--- config.mk ---
export PLATFORM = sky130hd
export DESIGN_NAME = gcd_host
export DESIGN_NICKNAME = d
export VERILOG_FILES = /design/src/rtl/gcd_pkg.sv /design/src/rtl/gcd_watchdog.sv /design/src/rtl/gcd_host.sv
export SDC_FILE = /design/constraint.sdc
export NUM_CORES = 1
export LEC_CHECK = 0
export BUFFER_PORTS_ARGS = -buffer_cell sky130_fd_sc_hd__buf_2
export CORE_ASPECT_RATIO = 0.6
export CORE_MARGIN = 5
export CORE_UTILIZATION = 42
export DETAILED_ROUTE_END_ITERATION = 6
export PLACE_DENSITY = 0.67
export SYNTH_ARGS = -nofsm -noshare
export SYNTH_HDL_FRONTEND = slang
export SYNTH_SLANG_ARGS = --single-unit
--- constraint.sdc ---
create_clock -name clk -period 1.9 [get_ports clk]
set_clock_uncertainty 0.05 [all_clocks]
set_input_delay 0.19 -clock clk [delete_from_list [all_inputs] [get_ports clk]]
set_output_delay 0.19 -clock clk [all_outputs]
set_load 0.01 [all_outputs]
--- src/rtl/gcd_pkg.sv ---
// Shared definitions for the GCD block family: default sizes and the host
// sequencer state encoding.
package gcd_pkg;

    localparam int GCD_WIDTH   = 16;
    localparam int GCD_TIMEOUT = 1023;

    typedef logic [2:0] gcd_host_state_t;

    localparam gcd_host_state_t ST_IDLE   = 3'd0;
    localparam gcd_host_state_t ST_LOAD_A = 3'd1;
    localparam gcd_host_state_t ST_LOAD_B = 3'd2;
    localparam gcd_host_state_t ST_WAIT   = 3'd3;
    localparam gcd_host_state_t ST_RESP   = 3'd4;

endpackage

--- src/rtl/gcd_watchdog.sv ---
// Saturating cycle counter with synchronous clear; expired flags the last
// permitted cycle of a wait of TIMEOUT cycles.
module gcd_watchdog
    import gcd_pkg::*;
#(
    parameter int TIMEOUT = GCD_TIMEOUT
) (
    input  logic clk,
    input  logic rst_n,
    input  logic clear,
    input  logic enable,
    output logic expired
);

    localparam int CW = $clog2(TIMEOUT + 1);

    logic [CW-1:0] count_q;
    logic [CW-1:0] count_d;

    // NOTE: every always_comb output gets a default first, so no path leaves it unassigned (no latch).
    always_comb begin
        count_d = count_q;
        if (clear) begin
            count_d = '0;
        end else if (enable && (count_q != CW'(TIMEOUT))) begin
            count_d = count_q + CW'(1);
        end
    end

    // NOTE: state updates use <= so every flop samples pre-edge values, independent of block order.
    always_ff @(posedge clk or negedge rst_n) begin
        if (!rst_n) begin
            count_q <= '0;
        end else begin
            count_q <= count_d;
        end
    end

    assign expired = (count_q == CW'(TIMEOUT - 1));

endmodule

--- src/rtl/gcd_host.sv ---
// Request/response sequencer in front of one subtractive GCD core: loads A then
// B over the shared data bus, waits for done under a watchdog, returns the result.
module gcd_host
    import gcd_pkg::*;
#(
    parameter int WIDTH   = GCD_WIDTH,
    parameter int TIMEOUT = GCD_TIMEOUT
) (
    input  logic             clk,
    input  logic             rst_n,
    input  logic             req_valid,
    output logic             req_ready,
    input  logic [WIDTH-1:0] req_a,
    input  logic [WIDTH-1:0] req_b,
    output logic             rsp_valid,
    input  logic             rsp_ready,
    output logic [WIDTH-1:0] rsp_gcd,
    output logic             rsp_err,
    output logic             gcd_start,
    output logic [WIDTH-1:0] gcd_data,
    input  logic             gcd_done,
    input  logic [WIDTH-1:0] gcd_y
);

    gcd_host_state_t  state_q, state_d;
    logic [WIDTH-1:0] a_q, a_d;
    logic [WIDTH-1:0] b_q, b_d;
    logic [WIDTH-1:0] gcd_q, gcd_d;
    logic             err_q, err_d;
    logic             wd_expired;

    gcd_watchdog #(
        .TIMEOUT (TIMEOUT)
    ) u_watchdog (
        .clk     (clk),
        .rst_n   (rst_n),
        .clear   (state_q == ST_LOAD_B),
        .enable  (state_q == ST_WAIT),
        .expired (wd_expired)
    );

    always_comb begin
        state_d = state_q;
        a_d     = a_q;
        b_d     = b_q;
        gcd_d   = gcd_q;
        err_d   = err_q;
        case (state_q)
            ST_IDLE: begin
                if (req_valid) begin
                    a_d = req_a;
                    b_d = req_b;
                    // The core never converges on a zero operand, so answer here.
                    if ((req_a == '0) || (req_b == '0)) begin
                        gcd_d   = req_a | req_b;
                        err_d   = 1'b0;
                        state_d = ST_RESP;
                    end else begin
                        state_d = ST_LOAD_A;
                    end
                end
            end
            ST_LOAD_A: state_d = ST_LOAD_B;
            ST_LOAD_B: state_d = ST_WAIT;
            ST_WAIT: begin
                if (gcd_done) begin
                    gcd_d   = gcd_y;
                    err_d   = 1'b0;
                    state_d = ST_RESP;
                end else if (wd_expired) begin
                    gcd_d   = '0;
                    err_d   = 1'b1;
                    state_d = ST_RESP;
                end
            end
            ST_RESP: begin
                if (rsp_ready) begin
                    state_d = ST_IDLE;
                end
            end
            default: state_d = ST_IDLE;
        endcase
    end

    // NOTE: operand and result registers are reset too, so an aborted job leaves no stale value on the outputs.
    always_ff @(posedge clk or negedge rst_n) begin
        if (!rst_n) begin
            state_q <= ST_IDLE;
            a_q     <= '0;
            b_q     <= '0;
            gcd_q   <= '0;
            err_q   <= 1'b0;
        end else begin
            state_q <= state_d;
            a_q     <= a_d;
            b_q     <= b_d;
            gcd_q   <= gcd_d;
            err_q   <= err_d;
        end
    end

    // Outputs decode from registered state only; no path from req_* or rsp_ready.
    always_comb begin
        gcd_data = '0;
        case (state_q)
            ST_LOAD_A:        gcd_data = a_q;
            ST_LOAD_B, ST_WAIT: gcd_data = b_q;
            default:          gcd_data = '0;
        endcase
    end

    assign req_ready = (state_q == ST_IDLE);
    assign rsp_valid = (state_q == ST_RESP);
    assign gcd_start = (state_q == ST_LOAD_A);
    assign rsp_gcd   = gcd_q;
    assign rsp_err   = err_q;

endmodule
Yosys cells after proc, flatten, opt, wreduce, memory -nomap -nowiden
Cells that the tools add are included. Widths: inputs -> output; s select.

Bits in registers: 62. Output and inout port bits: 36.

Add/sub/neg operators: 1. Eq/ne operators: 10. Muxes and demuxes: 19. Bitwise gates (word level): 1. Reduce and logical (&&, ||, !) cells: 11.

Operator list (count): $mux 16 (4); $pmux 16 s2 (2); $logic_not 16->1 (2); $mux 10 (2); $or 16x16->16 (1); $mux 3 (5); $pmux 3 s5 (1); $add 10x1->10 const B (1); $eq 10x10->1 const B (1); $ne 10x10->1 const B (1); $eq 3x2->1 const B (2); $mux 1 (4); $ne 2x1->1 const B (2); $reduce_and 4->1 (1); $reduce_bool 2->1 (2); $eq 3x1->1 const B (1); $eq 3x3->1 const B (1); $logic_not 3->1 (1); $ne 3x3->1 const B (1); $reduce_and 3->1 (1); $ne 2x2->1 const B (1); $pmux 1 s2 (1); $reduce_and 2->1 (1); $reduce_or 2->1 (1); 2 further kinds (2).

Logic depth before layout (Yosys ltp)
Gate-level depths: netlist of the first run.

Depth after elaboration: 5. Gate-level depth with buffers: 9. Gate-level depth less buffers: 7.

Modules after synthesis
Synthesis of the first run repeated with hierarchy kept, for this count alone.

Cells, all modules: 279. Area, all modules: 3180.6 µm².

Modules (own cells, without submodules): gcd_host (instances 1, cells an instance 219, area each 2616.3 µm², seq. area each 1301.2 µm²); gcd_watchdog (instances 1, cells an instance 60, area each 564.3 µm², seq. area each 250.2 µm²).

Worst setup path after synthesis of the first run
OpenSTA, ideal clock, no wires.

Path kind: reg2reg. Start point: reg state_q[2]. End point: reg a_q[0]. Setup time: 0.125 ns. Arrival time: 1.545 ns. Slack: 0.181 ns. Stages on the path, launching flop included: 7. Clock period less this slack: 1.719 ns. Cell sequence: dfrtp_1 > buf_2 > nor3_4 > and2_1 > buf_4 > buf_4 > mux2_2.

Word-level cells in the longest chain between the ends: 2.

Ends and longest elaborated chain: start: declaration (line gcd_host.sv:25) `gcd_host_state_t state_q, state_d;`; start signal: assignment (line gcd_host.sv:94) `state_q <= state_d;`; $logic_not 3->1; named net req_ready (line gcd_host.sv:12) `output logic req_ready,`; $reduce_and 2->1 (no source line); end signal: assignment (line gcd_host.sv:89) `a_q <= '0;`; end signal: assignment (line gcd_host.sv:95) `a_q <= a_d;`; end: declaration (line gcd_host.sv:26) `logic [WIDTH-1:0] a_q, a_d;`.

The timed path passes the listed nets, and every way through them passes these cells. A chain may end at the register's enable or synchronous reset.

Worst setup path in the final report of the first run
Start point: reg state_q[1]. End point: out gcd_data[14].

Word-level cells in the longest chain between the ends: 3.

Ends and longest elaborated chain: $eq 3x2->1 (line gcd_host.sv:105) `case (state_q)`; $reduce_or 2->1 (line gcd_host.sv:105); $pmux 16 s2 * (line gcd_host.sv:105); end: declaration (line gcd_host.sv:20) `output logic [WIDTH-1:0] gcd_data,`.

Every way passes the cells marked *; elsewhere a longest branch is shown, timed or not.

==> run metrics, run 1 <==
DR WL/cell 18.4 um; Row Count 24; Max Clk Rate 524 MHz; Placeable Area 0.00721 mm^2; crit end category output port; Crit-path slowest cell dfrtp_2; # DRC 0; measured slew at the worst slew-check pin 746 ps; final-layout fill cell count 620; Mapped Nets 326; Die Y 76.5 um; largest area contributor in the netlist dfrtp_1; clk root buf clkbuf_16; netlist area before placement 0.00309 mm^2; register area share after synthesis 50.2%; pin count of the biggest net entering global routing 63; share of layout cells above drive strength 1 47.0%; register area 0.00156 mm^2; post-route setup slack -8.28 ps; crit-path cells buf_6, nor3b_4, buf_12, clkbuf_16, a22o_1, buf_2; cells after synthesis 271; Routed Antenna Nets 0; top cells by area, synth dfrtp_1, mux2_2, a22o_1; Final Hold Viols 0; failing checks negative setup slack; peak supply drop 0.707 mV; DIE WIDTH 121 um; Bufs on Longest Clock Path 2; Synth Flop Type dfrtp_1; DP Worst Slack 7.01 ps; grt total ovfl 0; initial core utilization 42.9%; routed wire length 8.75 mm; Vias/cell 5.33; initial antenna violation count 0; Clk pin slew, worst setup/hold paths 50 ps; hpwl dp 6.29 mm; Hold Path Class primary input to register; Slew Viols, Final 0; Synth cell types 39; antenna cells 0; RSZ-0062 raised after global routing yes; ys async rst share 100%; worst reg2reg path startpoint state_q[1]$_DFFE_PN0P_; CTS Buf Count 9; Period minus WS final 1910 ps; Layout Nets 435; CTS tree done; Buf/Inv on CP 4; Hold Path Sink rsp_gcd[1]$_DFFE_PN0P_; Design Area, Final 0.00420 mm^2; fin crit share 100%; clock sink count 62; post-synthesis area per instance 11.4 um^2; Port Buffers 88; gr usage total 19.2%; share of the synthesized area in the top cell type 50.2%; R2R cell count 5; Initial DRC Count 233; hold slack 13.9 ps; Yosys warning total 0; Worst path max stage delay 420 ps; placed inst area 0.00369 mm^2; hold path startpoint gcd_y[1]; number of global-route vias before repair 2,523; Multi-input gate area 0.00137 mm^2; hold path depth 3; R2R setup slack 110 ps; reg2reg end b_q[11]$_DFFE_PN0P_; Synth-to-Final Area Change 35.7%; global placement routability congestion 0.774; # setup viols final 1; via count 2,539; first-pass GRT wire length 13.7 mm; Pwr per Cell Area 1800 mW/mm^2; status finished with violations; most frequent cells after synthesis dfrtp_1, mux2_2, nor2_1; CP Data Required Time 1660 ps; Seq cells post-synth 62; most frequent cell after synthesis dfrtp_1; Crit Path Class register to output port; Slew HR 50.2%; htree depth 3; first drt pass iteration count 4; Die Area 0.00924 mm^2; I/O pins 89; fin util 58.2%; Leak 2.04 nW; Critical Path Start state_q[1]$_DFFE_PN0P_; critical path fanouts, max 8; worst skew pair latency 330 ps; Top delay family on crit path buffers and inverters; startpoint types register; Crit path arrival time 1670 ps; max_cap viols 0; number of synthesized flops with an enable pin 0
## cells by family (layout without fill, tap and decap cells)
group                      count (synthesis)  after routing  synth area share, %
buffers and inverters                     34            148                 6.11
and+or+nand+nor                           86             86                 14.7
AOI/OAI and AO/OA                         49             49                 14.8
muxes                                     32             32                 11.7
DFF                                       62             62                 50.2
xor gates and xnor gates                   6              6                 1.70
adders and majority gates                  2              2                0.809
## power breakdown
part           switching (mW)  leakage [nW]  internal (mW)
combinational            1.59          1.12           1.77
sequential              0.359         0.754           1.92
clock                   0.585         0.166           1.32
## worst max path at each step
stage	end	slack, ps	cells past startpoint
4_1_cts	gcd_data[5]	10	5
5_1_grt	gcd_data[14]	-50	6
2_1_floorplan	a_q[0]$_DFFE_PN0P_	180	6
3_5_place_dp	rsp_gcd[2]$_DFFE_PN0P_	7	7
6_report	gcd_data[14]	-8	6
3_3_place_gp	rsp_gcd[14]$_DFFE_PN0P_	70	7
## layer usage
metal  wire length [um]  track usage, %
met5                  0               0
met2               3430            25.6
met1               4430            29.2
met4                131            6.22
met3                760            5.93
## worst reg2reg max path: stages, from the launching register on
cell,delay (ps)
dfrtp_2,420
buf_4,160
nor3_4,220
and2_2,250
buf_6,210
mux2_2,370
## final cells by class
cell class | count | area share [%]
Clock buffer | 11 | 5.78
Clock inverter | 5 | 2.53
Inverter | 19 | 1.70
Multi-Input combinational cell | 175 | 32.5
Sequential cell | 62 | 37.0
Tap cell | 91 | 2.71
Timing Repair Buffer | 113 | 17.7
## registers in the layout (all words and copies together), names as in the netlist
register and count:
a_q 16, b_q 16, rsp_err 1, rsp_gcd 16
state_q 3, u_watchdog.count_q 10
## timing repair
item                                    4_1_cts  5_1_grt
hold buffers                                  1        0
buffers inserted                              0        6
endpoints found under the setup margin       16       37
pin swaps                                     0       12
gates cloned                                  0        2
hold endpoints to repair                     62        0
gates resized for setup                       5        5
## cell usage in the layout, fill, tap and decap left out, types with 5 or more instances in the layout
cell       netlist  routed
a21oi_1          5       5
a22o_1          18      18
buf_12           1       5
buf_2            6      87
buf_4            6      15
clkbuf_16        0      11
dfrtp_1         62      59
inv_1           19      19
mux2_2          32      32
nand2_1         22      22
nand3_1          7       7
nor2_1          26      26
nor4_1           8       8
o221ai_1         7       7
o221ai_2         9       9
xor2_1           5       5
## through the flow
stage               cells  power [mW]  setup TNS, ps
floorplan             271        4.22              0
global placement      451        5.23              0
detailed placement    451        5.30              0
CTS                   468        7.28              0
global route          476        8.03           -557
finish                476        7.54          -8.28
(Power assumes the default switching activity.)
==> inputs of run 2 (changes only) <==
--- a/config.mk
+++ b/config.mk
@@ -11,6 +11,7 @@
 export CORE_UTILIZATION = 42
 export DETAILED_ROUTE_END_ITERATION = 6
 export PLACE_DENSITY = 0.67
+export SKIP_CTS_REPAIR_TIMING = 1
 export SYNTH_ARGS = -nofsm -noshare
 export SYNTH_HDL_FRONTEND = slang
 export SYNTH_SLANG_ARGS = --single-unit
==> run metrics, run 2 (synthesis results as in run 1) <==
status finished clean (was finished with violations); Row Count 24 (unchanged); initial core utilization 42.9% (unchanged); Clk pin slew, worst setup/hold paths 50 ps (about the same); clk root buf clkbuf_16 (unchanged); commonest non-fill, non-tap cells in the layout buf_2, dfrtp_1, mux2_2, nor2_1, nand2_1 (unchanged); Bufs on Longest Clock Path 2 (unchanged); met2 wire length 3.53 mm (was 3.43 mm); R2R setup slack 100 ps (was 110 ps); hpwl dp 6.29 mm (unchanged); number of global-route vias before repair 2,515 (was 2,523); Total Power 7.50 mW (was 7.54 mW); first-pass GRT wire length 13.7 mm (about the same); Synth-to-Final Area Change 35.1% (was 35.7%); Leak 2.02 nW (was 2.04 nW); Hold Path Class primary input to register (unchanged); DIE WIDTH 121 um (unchanged); commonest non-fill, non-tap cell in the layout buf_2 (unchanged); Routed Antenna Nets 0 (unchanged); pin count of the biggest net entering global routing 63 (unchanged); fin crit share 99.6% (was 100%); Final Hold Viols 0 (unchanged); RSZ-0062 raised after global routing yes (unchanged); Slew Viols, Final 0 (unchanged); via count 2,536 (was 2,539); first drt pass iteration count 4 (unchanged); Port Buffers 88 (unchanged); initial antenna violation count 0 (unchanged); antenna cells 0 (unchanged); Placeable Area 0.00721 mm^2 (unchanged); clock sink count 62 (unchanged); startpoint types register (unchanged); Max Clk Rate 529 MHz (was 524 MHz); Period minus WS final 1890 ps (was 1910 ps); global placement routability congestion 0.774 (unchanged); wl on met1 4.37 mm (was 4.43 mm); worst reg2reg path startpoint state_q[1]$_DFFE_PN0P_ (unchanged); routed wire length on met3 751 um (was 760 um); Crit Path Class register to output port (unchanged); # DRC 0 (unchanged); htree depth 3 (unchanged); hold slack 14.3 ps (was 13.9 ps); gr usage total 19.2% (about the same); setup TNS 0 ps (was -8.28 ps); Slew HR 54.0% (was 50.2%); Pwr per Cell Area 1800 mW/mm^2 (about the same); Die Area 0.00924 mm^2 (unchanged); Hold Path Sink rsp_gcd[1]$_DFFE_PN0P_ (unchanged); hold path startpoint gcd_y[1] (unchanged); DR WL/cell 18.4 um (about the same); worst skew pair latency 330 ps (about the same); share of layout cells above drive strength 1 46.8% (was 47.0%); I/O pins 89 (unchanged); measured slew at the worst slew-check pin 690 ps (was 746 ps); Initial DRC Count 200 (was 233); peak supply drop 0.706 mV (was 0.707 mV); hold path depth 3 (unchanged); Vias/cell 5.33 (about the same); reg2reg end a_q[15]$_DFFE_PN0P_ (was b_q[11]$_DFFE_PN0P_); routed wire length 8.75 mm (about the same); critical path fanouts, max 8 (unchanged); # setup viols final 0 (was 1); Layout Nets 435 (unchanged); grt total ovfl 0 (unchanged); CTS tree done (unchanged); fin util 58.0% (was 58.2%); max_cap viols 0 (unchanged); R2R cell count 5 (unchanged); crit end category output port (unchanged); Crit path arrival time 1650 ps (was 1670 ps); CTS Buf Count 9 (unchanged); CP Data Required Time 1660 ps (about the same); Die Y 76.5 um (unchanged); uppermost layer routed met4 (unchanged)
## run 2: area by class of cell
class	instances	area, um^2
fillers	627	3030
flip-flops and latches	62	1560
multi-input cells	175	1360
repair buffers	113	729
clock buffers	11	243
well taps	91	114
clock inverters	5	106
inverters	19	71.3
## run 2: how the worst max path moves through the flow
stage | startpoint | cells past startpoint | endpoint | slack, ps
4_1_cts | state_q[2]$_DFFE_PN0P_ | 4 | gcd_data[5] | -120
3_3_place_gp | req_b[3] | 7 | rsp_gcd[14]$_DFFE_PN0P_ | 70
6_report | state_q[1]$_DFFE_PN0P_ | 6 | gcd_data[14] | 8
3_5_place_dp | req_b[3] | 7 | rsp_gcd[2]$_DFFE_PN0P_ | 7
2_1_floorplan | state_q[2]$_DFFE_PN0P_ | 6 | a_q[0]$_DFFE_PN0P_ | 180
5_1_grt | state_q[1]$_DFFE_PN0P_ | 6 | gcd_data[14] | -40
## run 2: routing by layer
metal / GRT usage [%] / vias up
met2: 25.5 / 97
met4: 6.22 / 0
met5: 0 / -
met3: 6.01 / 7
li1: - / 1207
met1: 29.3 / 1225
## run 2: critical path, cell delays in order, from the launching register on
cell,delay (ps)
dfrtp_2,400
buf_6,120
nor3b_4,220
buf_12,150
clkbuf_16,150
a22o_1,150
buf_2,130
## run 2: power by group
group | switching (mW) | leakage, nW | internal (mW) | total [mW]
Combinational | 1.59 | 1.10 | 1.75 | 3.33
Sequential | 0.348 | 0.754 | 1.92 | 2.27
Clock | 0.583 | 0.166 | 1.32 | 1.90
Total | 2.52 | 2.02 | 4.99 | 7.50
## run 2: through the flow
stage	instance area (um^2)	std cells	worst slack, ps
2_1_floorplan	3090	271	181
3_5_place_dp	3690	451	7.01
6_report	4180	476	7.87
4_1_cts	4040	467	-119
5_1_grt	4180	476	-42.8
3_3_place_gp	3690	451	74.4
==> inputs of run 3 (changes only) <==
--- a/config.mk
+++ b/config.mk
@@ -5,12 +5,13 @@
 export SDC_FILE = /design/constraint.sdc
 export NUM_CORES = 1
 export LEC_CHECK = 0
+export ABC_AREA = 1
 export BUFFER_PORTS_ARGS = -buffer_cell sky130_fd_sc_hd__buf_2
 export CORE_ASPECT_RATIO = 0.6
 export CORE_MARGIN = 5
 export CORE_UTILIZATION = 42
 export DETAILED_ROUTE_END_ITERATION = 6
-export PLACE_DENSITY = 0.67
+export PLACE_DENSITY = 0.66
 export SKIP_CTS_REPAIR_TIMING = 1
 export SYNTH_ARGS = -nofsm -noshare
 export SYNTH_HDL_FRONTEND = slang
==> run metrics, run 3 <==
Slew Viols, Final 0 (unchanged); commonest non-fill, non-tap cell in the layout nand2_1 (was buf_2); top cells by area, synth dfrtp_1, nand2_1, mux2_1 (was dfrtp_1, mux2_2, a22o_1); P_sw 2.61 mW (was 2.52 mW); Finished Layout Cells 565 (was 476); Placeable Area 0.00736 mm^2 (was 0.00721 mm^2); DIE WIDTH 123 um (was 121 um); Final Hold Viols 0 (unchanged); I/O pins 89 (unchanged); largest area contributor in the netlist dfrtp_1 (unchanged); htree depth 3 (unchanged); netlist area before placement 0.00320 mm^2 (was 0.00309 mm^2); Slew HR 70.8% (was 54.0%); startpoint types register (unchanged); Bufs on Longest Clock Path 2 (unchanged); Seq cells post-synth 62 (unchanged); first drt pass iteration count 5 (was 4); Synth-to-Final Area Change 31.3% (was 35.1%); CTS Buf Count 9 (unchanged); share of the synthesized area in the top cell type 48.4% (was 50.2%); number of synthesized flops with an enable pin 0 (unchanged); Layout Nets 511 (was 435); CP Data Required Time 1660 ps (about the same); status finished clean (unchanged); cells after synthesis 351 (was 271); Hold Path Class primary input to register (unchanged); Clk pin slew, worst setup/hold paths 50 ps (about the same); clock share of power 23.8% (was 25.3%); fin crit share 98.5% (was 99.6%); DP Worst Slack 100 ps (was 7.01 ps); hold path depth 2 (was 3); initial antenna violation count 0 (unchanged); Synth Flop Type dfrtp_1 (unchanged); register area share after synthesis 48.4% (was 50.2%); global placement routability congestion 0.849 (was 0.774); clock sink count 62 (unchanged); via count 2,997 (was 2,536); post-synthesis area per instance 9.13 um^2 (was 11.4 um^2); final-layout fill cell count 665 (was 627); Pwr per Cell Area 1640 mW/mm^2 (was 1800 mW/mm^2); Period minus WS final 1870 ps (was 1890 ps); max_cap viols 0 (unchanged); Leak 2.08 nW (was 2.02 nW); share of layout cells above drive strength 1 32.1% (was 46.8%); post-route setup slack 29.0 ps (was 7.87 ps); ys async rst share 100% (unchanged); critical path fanouts, max 5 (was 8); Routed Antenna Nets 0 (unchanged); grt total ovfl 0 (unchanged); Max Clk Rate 534 MHz (was 529 MHz); clk root buf clkbuf_16 (unchanged); most frequent cell after synthesis nand2_1 (was dfrtp_1); crit end category output port (unchanged); DR WL/cell 17.1 um (was 18.4 um); most frequent cells after synthesis nand2_1, dfrtp_1, o21ai_0 (was dfrtp_1, mux2_2, nor2_1); commonest non-fill, non-tap cells in the layout nand2_1, buf_2, dfrtp_1, o21ai_0, mux2_1 (was buf_2, dfrtp_1, mux2_2, nor2_1, nand2_1); measured slew at the worst slew-check pin 433 ps (was 690 ps); combinational share of power 43.4% (was 44.4%); Port Buffers 88 (unchanged); peak supply drop 0.676 mV (was 0.706 mV); Row Count 24 (unchanged); antenna cells 0 (unchanged); Seq pwr share 32.8% (was 30.3%); Vias/cell 5.30 (was 5.33); hpwl dp 7.16 mm (was 6.29 mm); internal power 4.30 mW (was 4.99 mW); Die Y 77.7 um (was 76.5 um); Yosys warning total 0 (unchanged); Crit Path Class register to output port (unchanged); Die Area 0.00953 mm^2 (was 0.00924 mm^2); Sw Share 37.7% (was 33.5%); routed wire length 9.65 mm (was 8.75 mm); CTS tree done (unchanged); R2R cell count 5 (unchanged); # DRC 0 (unchanged); Initial DRC Count 277 (was 200); Cells after DPL 541 (was 451); pin count of the biggest net entering global routing 63 (unchanged); Mapped Nets 406 (was 326); gr usage total 20.5% (was 19.2%); Total Power 6.91 mW (was 7.50 mW); first-pass GRT wire length 15.0 mm (was 13.7 mm); worst skew pair latency 330 ps (about the same); Crit path arrival time 1630 ps (was 1650 ps); initial core utilization 43.6% (was 42.9%); # setup viols final 0 (unchanged); Synth cell types 29 (was 39); number of global-route vias before repair 2,844 (was 2,515)
==> run 3: cell count changes in the layout (fill, tap and decap cells not counted), moves of 9 or more <==
| cell | before | now |
|---|---|---|
| a22o_1 | 18 | 0 |
| a32o_1 | 0 | 12 |
| mux2_1 | 0 | 30 |
| mux2_2 | 32 | 2 |
| nand2_1 | 22 | 90 |
| nand3_1 | 7 | 26 |
| o21ai_0 | 2 | 39 |
| o221ai_2 | 9 | 0 |
==> run 3: metrics by stage <==
step,area [um^2],utilization [%],hold WS [ps],TNS (ps)
floorplan,3200,-,-156,0
detailed placement,3810,51.8,173,0
CTS,4110,55.9,-172,-930
global placement,3810,51.8,175,0
global route,4210,57.2,56.3,-240
finish,4210,57.2,55.3,0
==> run 3: logic make-up after synthesis <==
kind of cell | after synthesis | share of synthesized area (%)
and+or+nand+nor | 164 | 23.2
DFF | 62 | 48.4
AOI/OAI and AO/OA | 58 | 11.7
muxes | 32 | 11.2
buffers and inverters | 31 | 4.14
xor gates and xnor gates | 2 | 0.547
adders and majority gates | 2 | 0.781
==> run 3: layout make-up <==
cell class                      count  area (um^2)  area share, %
Sequential cell                    62         1550           36.9
Multi-Input combinational cell    258         1540           36.5
Timing Repair Buffer              109          628           14.9
Clock buffer                       12          256           6.10
Tap cell                          104          130           3.09
Inverter                           16         60.1           1.43
Clock inverter                      4         45.0           1.07
==> run 3: per-layer routing <==
layer,wire length (um),vias to the layer above,GRT usage (%)
met5,0,-,0
met4,34,0,3.69
met3,889,4,6.10
met2,3960,125,28.4
met1,4760,1445,31.6
li1,-,1423,-
==> run 3: power by group through the flow <==
stage | logic, mW | clock network, mW | registers (mW)
2_1_floorplan | 1.67 | 0 | 2.28
4_1_cts | 2.80 | 1.67 | 2.26
3_5_place_dp | 2.78 | 0 | 2.28
5_1_grt | 3.29 | 1.74 | 2.34
3_3_place_gp | 2.71 | 0 | 2.25
6_report | 3.00 | 1.65 | 2.27
==> run 3: worst paths after layout <==
path                            slack [ps]                      to                   start
max in group asynchronous             1160  state_q[1]$_DFFE_PN0P_                   rst_n
min in group asynchronous              350     a_q[14]$_DFFE_PN0P_                   rst_n
worst max-delay path                    30            gcd_data[14]  state_q[1]$_DFFE_PN0P_
worst min-delay path                    60      a_q[2]$_DFFE_PN0P_                req_a[2]
worst min register to register         410  rsp_gcd[7]$_DFFE_PN0P_  rsp_gcd[7]$_DFFE_PN0P_
worst max register to register          60      b_q[1]$_DFFE_PN0P_  state_q[1]$_DFFE_PN0P_
==> run 3: critical path, stage by stage (launching register included) <==
cell and delay (ps):
dfrtp_2 430, buf_8 130, inv_2 60, nand2_2 60
nor2_4 180, buf_4 180, a32o_1 130, buf_2 130
